`src/rtl/r4_stage_rx_align_pkg.sv`:
```
// ---------------------------------------------------------------------------
// r4_stage_rx_align_pkg
// Shared definitions for the radix-4 receive-side terminator:
//   - mantissa / exponent widths (MAN_WIDTH / EXP_WIDTH, defaulted here when
//     the fixed-point header has not already defined them)
//   - sample index width
//   - stage-1 tag record carried alongside each sample
//   - segment length lookup S(ldn) (4 for even ldn, 8 for odd ldn), the same
//     rule the butterfly units use
//   - frame length N(ldn) = 1 << ldn
// Symmetric rounding (half away from zero) is applied in bfp_shift_sat.
// ---------------------------------------------------------------------------
`ifndef MAN_WIDTH
`define MAN_WIDTH 16
`endif
`ifndef EXP_WIDTH
`define EXP_WIDTH 6
`endif

package r4_stage_rx_align_pkg;

  localparam int MAN_W = `MAN_WIDTH;
  localparam int EXP_W = `EXP_WIDTH;
  localparam int IDX_W = 11;

  // Per-sample control travelling with the data through stage 1.
  typedef struct packed {
    logic             val;
    logic             sop;
    logic             eop;
    logic             k1;
    logic             k2;
    logic [IDX_W-1:0] idx;
  } tag_t;

  // Segment length: radix-2 tail stage doubles the segment for odd ldn.
  function automatic logic [3:0] seg_len(input logic [3:0] ldn);
    if (ldn[0]) begin
      return 4'd8;
    end else begin
      return 4'd4;
    end
  endfunction

  // Frame length N = 1 << ldn (one bit wider than the index).
  function automatic logic [IDX_W:0] frame_len(input logic [3:0] ldn);
    return {{IDX_W{1'b0}}, 1'b1} << ldn;
  endfunction

endpackage

```
`src/rtl/r4_stage_rx_align_bfp_shift_sat.sv`:
```
// ---------------------------------------------------------------------------
// bfp_shift_sat
// Combinational block-floating-point to fixed-point converter for a single
// component.
//   man  in  MAN_W      signed mantissa
//   sh   in  EXP_W+1    signed shift (target exponent - sample exponent)
//   res  out OUT_WIDTH  signed result, symmetric saturation
//   sat  out 1          result was clipped
// sh > 0 : arithmetic right shift with rounding half away from zero; any
//          shift of MAN_W+1 or more leaves nothing (result 0).
// sh <= 0: left shift by -sh.
// The conversion works on the magnitude so rounding and clipping are
// symmetric and -2^(OUT_WIDTH-1) can never be produced.
// ---------------------------------------------------------------------------
module bfp_shift_sat
  import r4_stage_rx_align_pkg::*;
#(
  parameter int OUT_WIDTH = 16
) (
  input  logic signed [MAN_W-1:0]     man,
  input  logic signed [EXP_W:0]       sh,
  output logic signed [OUT_WIDTH-1:0] res,
  output logic                        sat
);

  // Wide enough for |man| << (OUT_WIDTH-1) plus rounding carry.
  localparam int WW = MAN_W + OUT_WIDTH + 2;
  localparam logic [EXP_W:0]  RSH_ZERO = (EXP_W+1)'(MAN_W + 1);
  localparam logic [EXP_W:0]  LSH_SAT  = (EXP_W+1)'(OUT_WIDTH);
  localparam logic [WW-1:0]   LIM      = {{(WW-OUT_WIDTH+1){1'b0}}, {(OUT_WIDTH-1){1'b1}}};
  localparam logic [WW-1:0]   ONE_W    = {{(WW-1){1'b0}}, 1'b1};
  localparam logic [EXP_W:0]  ONE_A    = {{EXP_W{1'b0}}, 1'b1};

  logic                 neg_s;
  logic                 rsh_s;
  logic [MAN_W:0]       mag_s;
  logic [EXP_W:0]       amt_s;
  logic [WW-1:0]        mag_w_s;
  logic [WW-1:0]        shifted_s;
  logic [WW-1:0]        res_mag_s;
  logic [OUT_WIDTH-1:0] res_u_s;

  // Magnitude shift, round, clip, then restore the sign.
  always_comb begin
    neg_s   = man[MAN_W-1];
    mag_s   = neg_s ? (-{man[MAN_W-1], man}) : {1'b0, man};
    mag_w_s = {{(OUT_WIDTH+1){1'b0}}, mag_s};
    rsh_s   = !sh[EXP_W] && (|sh);
    amt_s   = sh[EXP_W] ? (-sh) : sh;
    if (rsh_s) begin
      if (amt_s >= RSH_ZERO) begin
        shifted_s = {WW{1'b0}};
      end else begin
        shifted_s = (mag_w_s + (ONE_W << (amt_s - ONE_A))) >> amt_s;
      end
    end else if (amt_s >= LSH_SAT) begin
      // Any non-zero mantissa shifted this far is out of range.
      shifted_s = (mag_s == {(MAN_W+1){1'b0}}) ? {WW{1'b0}} : {WW{1'b1}};
    end else begin
      shifted_s = mag_w_s << amt_s;
    end
    sat       = (shifted_s > LIM);
    res_mag_s = sat ? LIM : shifted_s;
    res_u_s   = res_mag_s[OUT_WIDTH-1:0];
    res       = neg_s ? (-res_u_s) : res_u_s;
  end

endmodule

```
`src/rtl/r4_stage_rx_align.sv`:
```
// ---------------------------------------------------------------------------
// r4_stage_rx_align
// Receive-side terminator for the radix-4 pipeline output stream. Checks
// frame/segment framing, numbers each sample within its frame and converts
// block-floating-point samples to OUT_WIDTH fixed point at tgt_exp_i.
// Latency is 2 clk_sys cycles: stage 1 registers sample/tag/shift, stage 2
// registers the rounded and saturated result.
//
// Ports
//   clk_sys, rst_sys_n (async, active-low)
//   block_sync_i, stage_sync_i, data_val_i, k1_i, k2_i   input stream control
//   data_real_i, data_imag_i (MAN_W), data_exp_i (EXP_W) input sample
//   ldn_rg_i (4)   log2 frame length, tgt_exp_i (EXP_W) target exponent
//   err_clr_i      clears sync_err_o
//   data_val_o, sop_o, eop_o, data_real_o, data_imag_o (OUT_WIDTH),
//   sample_idx_o (11), k1_o, k2_o, sat_o, sync_err_o (sticky)
//   sat_cnt_o (12)  only with FFT_RX_SATCNT_EN: saturated samples in the
//                   last completed frame
// Build option: define FFT_RX_SATCNT_EN to add the saturation counter.
// ---------------------------------------------------------------------------
module r4_stage_rx_align
  import r4_stage_rx_align_pkg::*;
#(
  parameter int OUT_WIDTH = 16
) (
  input  logic                        clk_sys,
  input  logic                        rst_sys_n,
  input  logic                        block_sync_i,
  input  logic                        stage_sync_i,
  input  logic                        data_val_i,
  input  logic signed [MAN_W-1:0]     data_real_i,
  input  logic signed [MAN_W-1:0]     data_imag_i,
  input  logic signed [EXP_W-1:0]     data_exp_i,
  input  logic                        k1_i,
  input  logic                        k2_i,
  input  logic [3:0]                  ldn_rg_i,
  input  logic signed [EXP_W-1:0]     tgt_exp_i,
  input  logic                        err_clr_i,
  output logic                        data_val_o,
  output logic                        sop_o,
  output logic                        eop_o,
  output logic signed [OUT_WIDTH-1:0] data_real_o,
  output logic signed [OUT_WIDTH-1:0] data_imag_o,
  output logic [IDX_W-1:0]            sample_idx_o,
  output logic                        k1_o,
  output logic                        k2_o,
  output logic                        sat_o,
  output logic                        sync_err_o
`ifdef FFT_RX_SATCNT_EN
  ,
  output logic [11:0]                 sat_cnt_o
`endif
);

  localparam logic [0:0] ST_IDLE = 1'b0;
  localparam logic [0:0] ST_RUN  = 1'b1;

  logic [0:0]                  state_r, state_s;
  logic [IDX_W-1:0]            idx_r, idx_s, cur_idx_s;
  logic [IDX_W:0]              last_idx_s;
  logic [3:0]                  seg_s;
  logic                        accept_s, eop_s, err_s, seg_start_s, seg_odd_s;
  logic signed [EXP_W:0]       sh_s;

  tag_t                        s1_tag_r;
  logic signed [MAN_W-1:0]     s1_real_r, s1_imag_r;
  logic signed [EXP_W:0]       s1_sh_r;

  logic signed [OUT_WIDTH-1:0] re_s, im_s;
  logic                        re_sat_s, im_sat_s, sat_any_s;

  // Frame tracking, framing checks and next-state decode.
  always_comb begin
    seg_s       = seg_len(ldn_rg_i);
    last_idx_s  = frame_len(ldn_rg_i) - {{IDX_W{1'b0}}, 1'b1};
    // block_sync always (re)starts numbering at 0.
    cur_idx_s   = block_sync_i ? {IDX_W{1'b0}} : idx_r;
    accept_s    = data_val_i && (block_sync_i || (state_r == ST_RUN));
    eop_s       = accept_s && ({1'b0, cur_idx_s} == last_idx_s);
    seg_start_s = ((cur_idx_s[3:0] & (seg_s - 4'd1)) == 4'd0);
    // Bit 0 of idx/S is the idx bit weighted S.
    seg_odd_s   = ((cur_idx_s[3:0] & seg_s) != 4'd0);
    sh_s        = {tgt_exp_i[EXP_W-1], tgt_exp_i} - {data_exp_i[EXP_W-1], data_exp_i};

    if (accept_s) begin
      if (eop_s) begin
        state_s = ST_IDLE;
        idx_s   = {IDX_W{1'b0}};
      end else begin
        state_s = ST_RUN;
        idx_s   = cur_idx_s + {{(IDX_W-1){1'b0}}, 1'b1};
      end
    end else begin
      state_s = state_r;
      idx_s   = idx_r;
    end

    if (block_sync_i && !data_val_i) begin
      err_s = 1'b1;
    end else if (data_val_i && (state_r == ST_RUN)) begin
      if (block_sync_i && (idx_r != {IDX_W{1'b0}})) begin
        err_s = 1'b1;
      end else if ((stage_sync_i != seg_start_s) || (k2_i != seg_odd_s)) begin
        err_s = 1'b1;
      end else begin
        err_s = 1'b0;
      end
    end else begin
      err_s = 1'b0;
    end
  end

  // Frame state, index counter and sticky error (new error beats clear).
  always_ff @(posedge clk_sys or negedge rst_sys_n) begin
    if (!rst_sys_n) begin
      state_r    <= ST_IDLE;
      idx_r      <= {IDX_W{1'b0}};
      sync_err_o <= 1'b0;
    end else begin
      state_r    <= state_s;
      idx_r      <= idx_s;
      sync_err_o <= err_s | (sync_err_o & ~err_clr_i);
    end
  end

  // Stage 1: capture accepted sample, its tag and the shift amount.
  always_ff @(posedge clk_sys or negedge rst_sys_n) begin
    if (!rst_sys_n) begin
      s1_tag_r  <= '{val: 1'b0, sop: 1'b0, eop: 1'b0, k1: 1'b0, k2: 1'b0, idx: {IDX_W{1'b0}}};
      s1_real_r <= {MAN_W{1'b0}};
      s1_imag_r <= {MAN_W{1'b0}};
      s1_sh_r   <= {(EXP_W+1){1'b0}};
    end else if (accept_s) begin
      s1_tag_r  <= '{val: 1'b1, sop: block_sync_i, eop: eop_s, k1: k1_i, k2: k2_i, idx: cur_idx_s};
      s1_real_r <= data_real_i;
      s1_imag_r <= data_imag_i;
      s1_sh_r   <= sh_s;
    end else begin
      s1_tag_r.val <= 1'b0;
    end
  end

  bfp_shift_sat #(.OUT_WIDTH(OUT_WIDTH)) u_conv_re (
    .man (s1_real_r),
    .sh  (s1_sh_r),
    .res (re_s),
    .sat (re_sat_s)
  );

  bfp_shift_sat #(.OUT_WIDTH(OUT_WIDTH)) u_conv_im (
    .man (s1_imag_r),
    .sh  (s1_sh_r),
    .res (im_s),
    .sat (im_sat_s)
  );

  assign sat_any_s = re_sat_s | im_sat_s;

  // Stage 2: registered outputs; data fields hold between valid samples.
  always_ff @(posedge clk_sys or negedge rst_sys_n) begin
    if (!rst_sys_n) begin
      data_val_o   <= 1'b0;
      sop_o        <= 1'b0;
      eop_o        <= 1'b0;
      data_real_o  <= {OUT_WIDTH{1'b0}};
      data_imag_o  <= {OUT_WIDTH{1'b0}};
      sample_idx_o <= {IDX_W{1'b0}};
      k1_o         <= 1'b0;
      k2_o         <= 1'b0;
      sat_o        <= 1'b0;
    end else if (s1_tag_r.val) begin
      data_val_o   <= 1'b1;
      sop_o        <= s1_tag_r.sop;
      eop_o        <= s1_tag_r.eop;
      data_real_o  <= re_s;
      data_imag_o  <= im_s;
      sample_idx_o <= s1_tag_r.idx;
      k1_o         <= s1_tag_r.k1;
      k2_o         <= s1_tag_r.k2;
      sat_o        <= sat_any_s;
    end else begin
      data_val_o   <= 1'b0;
      sop_o        <= 1'b0;
      eop_o        <= 1'b0;
      sat_o        <= 1'b0;
    end
  end

`ifdef FFT_RX_SATCNT_EN
  logic [11:0] sat_run_r, sat_run_s;

  // Running count for the current frame, restarting on sop, clipped at 4095.
  always_comb begin
    sat_run_s = s1_tag_r.sop ? 12'd0 : sat_run_r;
    if (sat_any_s && (sat_run_s != 12'hFFF)) begin
      sat_run_s = sat_run_s + 12'd1;
    end else begin
      sat_run_s = sat_run_s;
    end
  end

  // Count advances per valid sample; published when the eop sample leaves.
  always_ff @(posedge clk_sys or negedge rst_sys_n) begin
    if (!rst_sys_n) begin
      sat_run_r <= 12'd0;
      sat_cnt_o <= 12'd0;
    end else if (s1_tag_r.val) begin
      sat_run_r <= sat_run_s;
      if (s1_tag_r.eop) begin
        sat_cnt_o <= sat_run_s;
      end else begin
        sat_cnt_o <= sat_cnt_o;
      end
    end else begin
      sat_run_r <= sat_run_r;
      sat_cnt_o <= sat_cnt_o;
    end
  end
`else
  // Saturation counter not built.
`endif

endmodule

```
`config.mk`:
```
export PLATFORM = sky130hd
export DESIGN_NAME = r4_stage_rx_align
export DESIGN_NICKNAME = d
export VERILOG_FILES = /design/src/rtl/r4_stage_rx_align_pkg.sv /design/src/rtl/r4_stage_rx_align_bfp_shift_sat.sv /design/src/rtl/r4_stage_rx_align.sv
export SDC_FILE = /design/constraint.sdc
export NUM_CORES = 1
export LEC_CHECK = 0
export CAP_MARGIN = 40
export CORE_ASPECT_RATIO = 1.2
export CORE_MARGIN = 2
export CORE_UTILIZATION = 50
export DETAILED_ROUTE_END_ITERATION = 16
export DONT_BUFFER_PORTS = 1
export PLACE_DENSITY = 0.73
export SYNTH_ARGS = -nofsm -noshare
export SYNTH_HDL_FRONTEND = slang
export SYNTH_HIERARCHICAL = 1
export SYNTH_SLANG_ARGS = --single-unit
export TNS_END_PERCENT = 100
```
`constraint.sdc`:
```
create_clock -name clk_sys -period 26.4 [get_ports clk_sys]
set_clock_uncertainty 0.05 [all_clocks]
set_input_delay 2.64 -clock clk_sys [delete_from_list [all_inputs] [get_ports clk_sys]]
set_output_delay 2.64 -clock clk_sys [all_outputs]
set_load 0.01 [all_outputs]
```
# Yosys cells after proc, flatten, opt, wreduce, memory -nomap -nowiden
# Index checks and enable logic that the tools add are counted.
word_totals:
  regBits: 117
  out_inout_bits: 50
classes:
  add_sub_neg: 12
  order_cmp: 4
  n_eq_ne: 3
  shift: 6
  mux: 28
  bitwise_logic: 6
  reduce_logical: 16
op_table:
  columns: ["cell", "count"]
  rows:
  - ["$mux W34", 8]
  - ["$add A17 B34 Y34", 2]
  - ["$gt A34 B15 Y1 const B", 2]
  - ["$shl A17 B7 Y34", 2]
  - ["$shr A34 B7 Y34", 2]
  - ["$mux W16", 4]
  - ["$logic_not A17 Y1", 2]
  - ["$mux W17", 2]
  - ["$neg A17 Y17", 2]
  - ["$shl A1 B7 Y34 const A", 1]
  - ["$neg A16 Y16", 2]
  - ["$mux W11", 2]
  - ["$ge A7 B5 Y1 const B", 2]
  - ["$eq A11 B12 Y1", 1]
  - ["$shl A1 B4 Y12 const A", 1]
  - ["$sub A12 B1 Y12 const B", 1]
  - ["$add A11 B1 Y11 const B", 1]
  - ["$reduce_bool A11 Y1", 1]
  - ["$mux W1", 10]
  - ["$and A4 B4 Y4", 2]
  - ["$mux W7", 1]
  - ["$neg A7 Y7", 1]
  - ["$reduce_or A7 Y1", 1]
  - ["$sub A6 B6 Y7", 1]
  - ["12 further kinds", 21]

# Longest topological paths before layout
depth:
  ltp_word: 12
  depth_mapped: 40
  mapped_depth_nobuf: 30

# By module
# Netlist, hierarchy kept.
by_module_without_submodules:
  columns: ["mod", "n_inst", "cells_each", "area_per_inst_um2", "seq_area_each_um2"]
  rows:
  - ["bfp_shift_sat", 2, 968, 6132.1, 0.0]
  - ["r4_stage_rx_align", 1, 545, 5466.5, 2927.8]

# Least setup slack after synthesis
# Ideal clock, no wire load.
synth_path:
  path_kind: "reg-to-reg"
  from: "reg s1_sh_r[0]"
  to: "reg data_imag_o[12]"
  setup_ns: 0.125
  arrival_time_ns: 8.683
  slack_ns: 17.542
  path_stages_with_launch: 37
  path_buffers: 9
  period_less_slack_ns: 8.858
  path_cell_list: "dfrtp_1 > buf_2 > clkbuf_1 > inv_1 > clkbuf_1 > clkbuf_1 > clkbuf_1 > buf_1 > ha_1 > nor2b_1 > clkbuf_1 > a21oi_1 > xnor2_1 > a21oi_1 > nor2_1 > nand2_1 > nor2_1 > ha_1 > a21oi_1 > o221a_2 > a21boi_0 > o311a_1 > xnor2_1 > a21oi_1 > a221o_1 > a221o_1 > buf_6 > clkbuf_1 > or2_2 > inv_1 > ha_1 > inv_1 > a211oi_1 > nor4b_4 > a41oi_1 > xnor2_1 > mux2_2"
synth_via:
  elab_chain_len: 12
  elab_cells_between_ends: 18
  classes_between: "add/sub: 4; order compare: 3; shift: 3; mux: 6; reduce/logical: 2"
synth_lines:
  columns: ["element", "line", "rtl"]
  rows:
  - ["start, declared", "r4_stage_rx_align.sv:67", "logic signed [EXP_W:0] s1_sh_r;"]
  - ["start signal, assigned", "r4_stage_rx_align.sv:132", "s1_sh_r <= {(EXP_W+1){1'b0}};"]
  - ["start signal, assigned", "r4_stage_rx_align.sv:137", "s1_sh_r <= sh_s;"]
  - ["$neg A7 Y7", "r4_stage_rx_align_bfp_shift_sat.sv:49", "amt_s = sh[EXP_W] ? (-sh) : sh;"]
  - ["$mux W7", "r4_stage_rx_align_bfp_shift_sat.sv:49", null]
  - ["$sub A7 B1 Y7", "r4_stage_rx_align_bfp_shift_sat.sv:54", "shifted_s = (mag_w_s + (ONE_W << (amt_s - ONE_A))) >> amt_s;"]
  - ["$shl A1 B7 Y34", "r4_stage_rx_align_bfp_shift_sat.sv:54", null]
  - ["$add A17 B34 Y34", "r4_stage_rx_align_bfp_shift_sat.sv:54", null]
  - ["$shr A34 B7 Y34", "r4_stage_rx_align_bfp_shift_sat.sv:54", null]
  - ["$mux W34", "r4_stage_rx_align_bfp_shift_sat.sv:51", "if (amt_s >= RSH_ZERO) begin"]
  - ["$mux W34 (*)", "r4_stage_rx_align_bfp_shift_sat.sv:50", "if (rsh_s) begin"]
  - ["$gt A34 B15 Y1", "r4_stage_rx_align_bfp_shift_sat.sv:62", "sat = (shifted_s > LIM);"]
  - ["$mux W16 (*)", "r4_stage_rx_align_bfp_shift_sat.sv:63", "res_mag_s = sat ? LIM : shifted_s;"]
  - ["$neg A16 Y16", "r4_stage_rx_align_bfp_shift_sat.sv:65", "res = neg_s ? (-res_u_s) : res_u_s;"]
  - ["$mux W16 (*)", "r4_stage_rx_align_bfp_shift_sat.sv:65", null]
  - ["via im_s[12]", "r4_stage_rx_align.sv:69", "logic signed [OUT_WIDTH-1:0] re_s, im_s;"]
  - ["end signal, assigned", "r4_stage_rx_align.sv:166", "data_imag_o <= {OUT_WIDTH{1'b0}};"]
  - ["end signal, assigned", "r4_stage_rx_align.sv:176", "data_imag_o <= im_s;"]
  - ["end, declared", "r4_stage_rx_align.sv:43", "output logic signed [OUT_WIDTH-1:0] data_imag_o,"]
# The timed path passes the listed nets; every way through them passes the cells marked *.
# A chain may end at the register's enable or synchronous reset.

# Final worst setup path
layout_path:
  from: "reg s1_sh_r[0]"
  to: "reg data_real_o[12]"
layout_via:
  elab_chain_len: 12
  elab_cells_between_ends: 18
  classes_between: "add/sub: 4; order compare: 3; shift: 3; mux: 6; reduce/logical: 2"
layout_lines:
  columns: ["element", "line", "rtl"]
  rows:
  - ["$neg A7 Y7", "r4_stage_rx_align_bfp_shift_sat.sv:49", null]
  - ["$mux W7", "r4_stage_rx_align_bfp_shift_sat.sv:49", null]
  - ["$sub A7 B1 Y7", "r4_stage_rx_align_bfp_shift_sat.sv:54", null]
  - ["$shl A1 B7 Y34", "r4_stage_rx_align_bfp_shift_sat.sv:54", null]
  - ["$add A17 B34 Y34", "r4_stage_rx_align_bfp_shift_sat.sv:54", null]
  - ["$shr A34 B7 Y34", "r4_stage_rx_align_bfp_shift_sat.sv:54", null]
  - ["$mux W34", "r4_stage_rx_align_bfp_shift_sat.sv:51", null]
  - ["$mux W34 (*)", "r4_stage_rx_align_bfp_shift_sat.sv:50", null]
  - ["$gt A34 B15 Y1 (*)", "r4_stage_rx_align_bfp_shift_sat.sv:62", null]
  - ["via re_sat_s", "r4_stage_rx_align.sv:70", "logic re_sat_s, im_sat_s, sat_any_s;"]
  - ["$mux W16 (*)", "r4_stage_rx_align_bfp_shift_sat.sv:63", null]
  - ["$neg A16 Y16", "r4_stage_rx_align_bfp_shift_sat.sv:65", null]
  - ["$mux W16 (*)", "r4_stage_rx_align_bfp_shift_sat.sv:65", null]
  - ["via re_s[12]", "r4_stage_rx_align.sv:69", null]
  - ["end signal, assigned", "r4_stage_rx_align.sv:165", "data_real_o <= {OUT_WIDTH{1'b0}};"]
  - ["end signal, assigned", "r4_stage_rx_align.sv:175", "data_real_o <= re_s;"]
  - ["end, declared", "r4_stage_rx_align.sv:42", "output logic signed [OUT_WIDTH-1:0] data_real_o,"]
# Marked as above.

==> flow_summary.yaml <==
outcome:
  outcome: "completed"
pwr:
  p_total_uw: 1490
  max-vdd-ir-drop_v: 0.0000625
  p_int_uw: 684
  clkPwrFrac_pct: 15.1
  p_per_area_nw_per_um2: 80.4
  p_leak_uw: 0.00713
  comb_power_share_pct: 66.3
  switching_share_pct: 54.2
  seqPwrFrac_pct: 18.6
  switchingPower_uw: 809
setup_path:
  crit_fanout: 42
  criticalPathCategory: "flop to flop"
  cpMostUsedCell: "a21oi_1"
  crit_slowest_cell: "xnor2_1"
  crit_arrival_ns: 10.48
  required_ns: 26.66
  start_kind: "flop"
  cpPeakStageDelay_ns: 0.68
  end_kind: "flop"
clock_network:
  cts_htree_levels: 4
  clock_latency_ns: 0.43
  post_cts_resize_count: 0
  cts.sinks: 117
  root_buffer: "clkbuf_16"
  cts.reportedPaths.clkPinSlew_ns: 0.06
  clock_path_buffers: 2
  cts_buffers: 17
  post_cts_buffers: 0
  holdBufCountCts: 0
  cts_tree: "yes"
routing:
  drcViolationCount: 0
  route.met2.wl_um: 32200
  via_per_inst: 7.11
  met3_length_um: 4980
  met1_length_um: 26700
  vias: 20100
  wire_per_inst_um: 24.2
  drt_wl_total_um: 68500
  dr.pass1.iters: 7
  top_layer_used: "met4"
  postRouteAntennaNets: 0
  drt_iter0_markers: 2642
sta:
  rsz0062_at_grt: "no"
  setup_viol: 0
  relSlewSlack_pct: 35.2
  finalHoldViolations: 0
  period_share_pct: 38.7
  whs_ns: 0.428
  timing.fmax_mhz: 97.9
  tightest_slew_ns: 0.947
  slew_violations: 0
  tns_ns: 0
  min_period_ns: 10.22
logic_synthesis:
  synth_nets: 2593
  synth_top_cells_by_area: "dfrtp_1, nand2_1, nor2_1"
  yosysMostFrequentCell: "nand2_1"
  yosysTopAreaCellShare_pct: 16.5
  synth_edf_count: 0
  seq_area_frac_synth_pct: 16.5
  synth_area_um2: 17700
  post-synth-top-area-cell: "dfrtp_1"
  synth_cells: 2481
  synth-xor-area-share_pct: 3.79
  yosys.area_share.simple_pct: 28.2
  synthFlopType: "dfrtp_1"
  synthAdderAreaFrac_pct: 4.08
  synth_compound_area_share_pct: 34.1
  synth_top_family_by_area: "compound AO/OA/AOI/OAI gates"
  yosys_warnings: 6
  ys_types: 98
  synth.area.mux_share_pct: 7.20
  synth-async-reset-ratio_pct: 100
  avgSynthCellArea_um2: 7.15
  ys_seq_elements: 117
  synth_top_cells_by_count: "nand2_1, nor2_1, a21oi_1"
floorplanning:
  num_rows: 75
  dieArea_um2: 37000
  die_w_um: 176
  start_util_pct: 50.7
  core_area_um2: 35000
  die_y_um: 210
  ios: 106
final_layout:
  drive_above_1_share_pct: 10.5
  diodes: 0
  syn_to_final_growth_pct: 4.69
  layout.nets: 2467
global_route:
  grt.overflow.total: 0
  grt_pass1_wl_um: 107000
  grt_pass1_vias: 18800
  grt_max_degree: 118
  track_usage_pct: 36.2
  antenna_found_initial: 1
placement:
  io_buffer_count: 0
  gp_congestion: 1.04
  dp_hpwl_um: 51300
job:
  maxCapViolations: 0
worst_hold_path:
  hold_path.class: "flop to flop"
-- cell families (layout without fill, tap and decap cells) --
group	count (synthesis)	in the layout
AO/OA/AOI/OAI	846	846
XOR/XNOR	75	75
adder cells (fa/ha/maj)	56	56
buffers and inverters	272	159
flip-flops	117	117
multiplexers	104	104
other	2	2
AND/OR/NAND/NOR	1009	1009
-- cell usage in the layout (no fill, tap or decap), types with 12 or more instances in the layout --
cell type | Yosys | final
o211ai_1 | 35 | 35
nor4_1 | 28 | 28
or2_2 | 28 | 28
a211o_1 | 15 | 15
o31ai_1 | 22 | 22
nor3_1 | 80 | 80
a21oi_1 | 150 | 150
o21a_1 | 16 | 16
o21ai_1 | 15 | 14
a2111oi_0 | 23 | 23
o22ai_1 | 30 | 30
nor2_1 | 241 | 241
a31oi_1 | 38 | 38
o21ai_0 | 135 | 135
nand2b_1 | 28 | 28
and2_1 | 37 | 37
a211oi_1 | 72 | 72
and3_1 | 16 | 16
nand4_1 | 30 | 30
clkbuf_16 | 0 | 17
a41oi_1 | 15 | 15
o221ai_1 | 15 | 15
inv_1 | 71 | 71
a21o_1 | 46 | 46
nand3_1 | 70 | 70
buf_4 | 4 | 42
mux2_2 | 60 | 60
o2111ai_1 | 15 | 15
mux2i_1 | 30 | 28
nor2b_1 | 44 | 44
dfrtp_1 | 117 | 113
xnor2_1 | 52 | 48
xor2_1 | 21 | 19
nand2_1 | 313 | 313
ha_1 | 53 | 53
mux4_2 | 12 | 12
or3_1 | 21 | 21
a2bb2oi_1 | 16 | 16
-- layout make-up --
cell class,instances,area (um^2)
clock inverter,13,124
clock buffer,19,443
sequential,117,2940
timing repair buffer,48,388
inverter,79,297
tap,462,578
fill,3397,16400
multi-input combinational,2092,13800
-- power groups by stage --
stage          Sequential [uW]  Clock (uW)  Combinational [uW]
2_1_floorplan              252           0                 703
3_3_place_gp               282           0                 939
3_5_place_dp               280           0                 948
4_1_cts                    278         229                 955
5_1_grt                    284         235                1060
6_report                   278         225                 989
-- per-stage QoR --
step	cell area (um^2)	cells	utilization [%]	worst slack (ns)
after floorplan	17700	2481	-	17.54
after global placement	17900	2792	51.2	16.88
after detailed placement	18000	2797	51.4	16.51
after CTS	18600	2829	53.0	16.46
after global routing	18600	2830	53.0	15.41
final	18600	2830	53.0	16.18
-- metal layers --
layer  up-vias  GRT usage [%]
met5         -              0
met4         0           21.6
met3       278           5.30
met2      1095           59.9
met1      9581           44.7
li1       9161              -
-- flip-flops by register name, indices dropped and copies added, names as in the netlist --
| name | cells |
|---|---|
| data_imag_o | 16 |
| data_real_o | 16 |
| s1_imag_r | 16 |
| s1_real_r | 16 |
| s1_tag_r | 16 |
| idx_r | 11 |
| sample_idx_o | 11 |
| s1_sh_r | 7 |
| data_val_o | 1 |
| eop_o | 1 |
| k1_o | 1 |
| k2_o | 1 |
| sat_o | 1 |
| sop_o | 1 |
| state_r | 1 |
| sync_err_o | 1 |
-- path summary, 6_finish.rpt --
path	endpoint	start	slack, ns	cells past startpoint
worst max-delay path	data_real_o[12]	s1_sh_r[0]	16.18	29
worst min-delay path	s1_tag_r[13]	s1_tag_r[13]	0.43	1
worst max register to register	data_real_o[12]	s1_sh_r[0]	16.18	29
worst min register to register	s1_tag_r[13]	s1_tag_r[13]	0.43	1
max in group asynchronous	s1_sh_r[0]	rst_sys_n	24.29	0
min in group asynchronous	s1_tag_r[7]	rst_sys_n	1.85	0
-- worst max-delay path: cells and delay by family (launching register included) --
| family | cells | cell delay [ns] |
|---|---|---|
| DFF | 1 | 0.60 |
| adders and majority gates | 3 | 0.95 |
| AOI/OAI and AO/OA | 11 | 3.76 |
| and+or+nand+nor | 6 | 1.96 |
| xor gates and xnor gates | 3 | 1.20 |
| buffers and inverters | 5 | 1.26 |
| muxes | 1 | 0.27 |
Note: power is estimated with default switching activity, not from simulation.
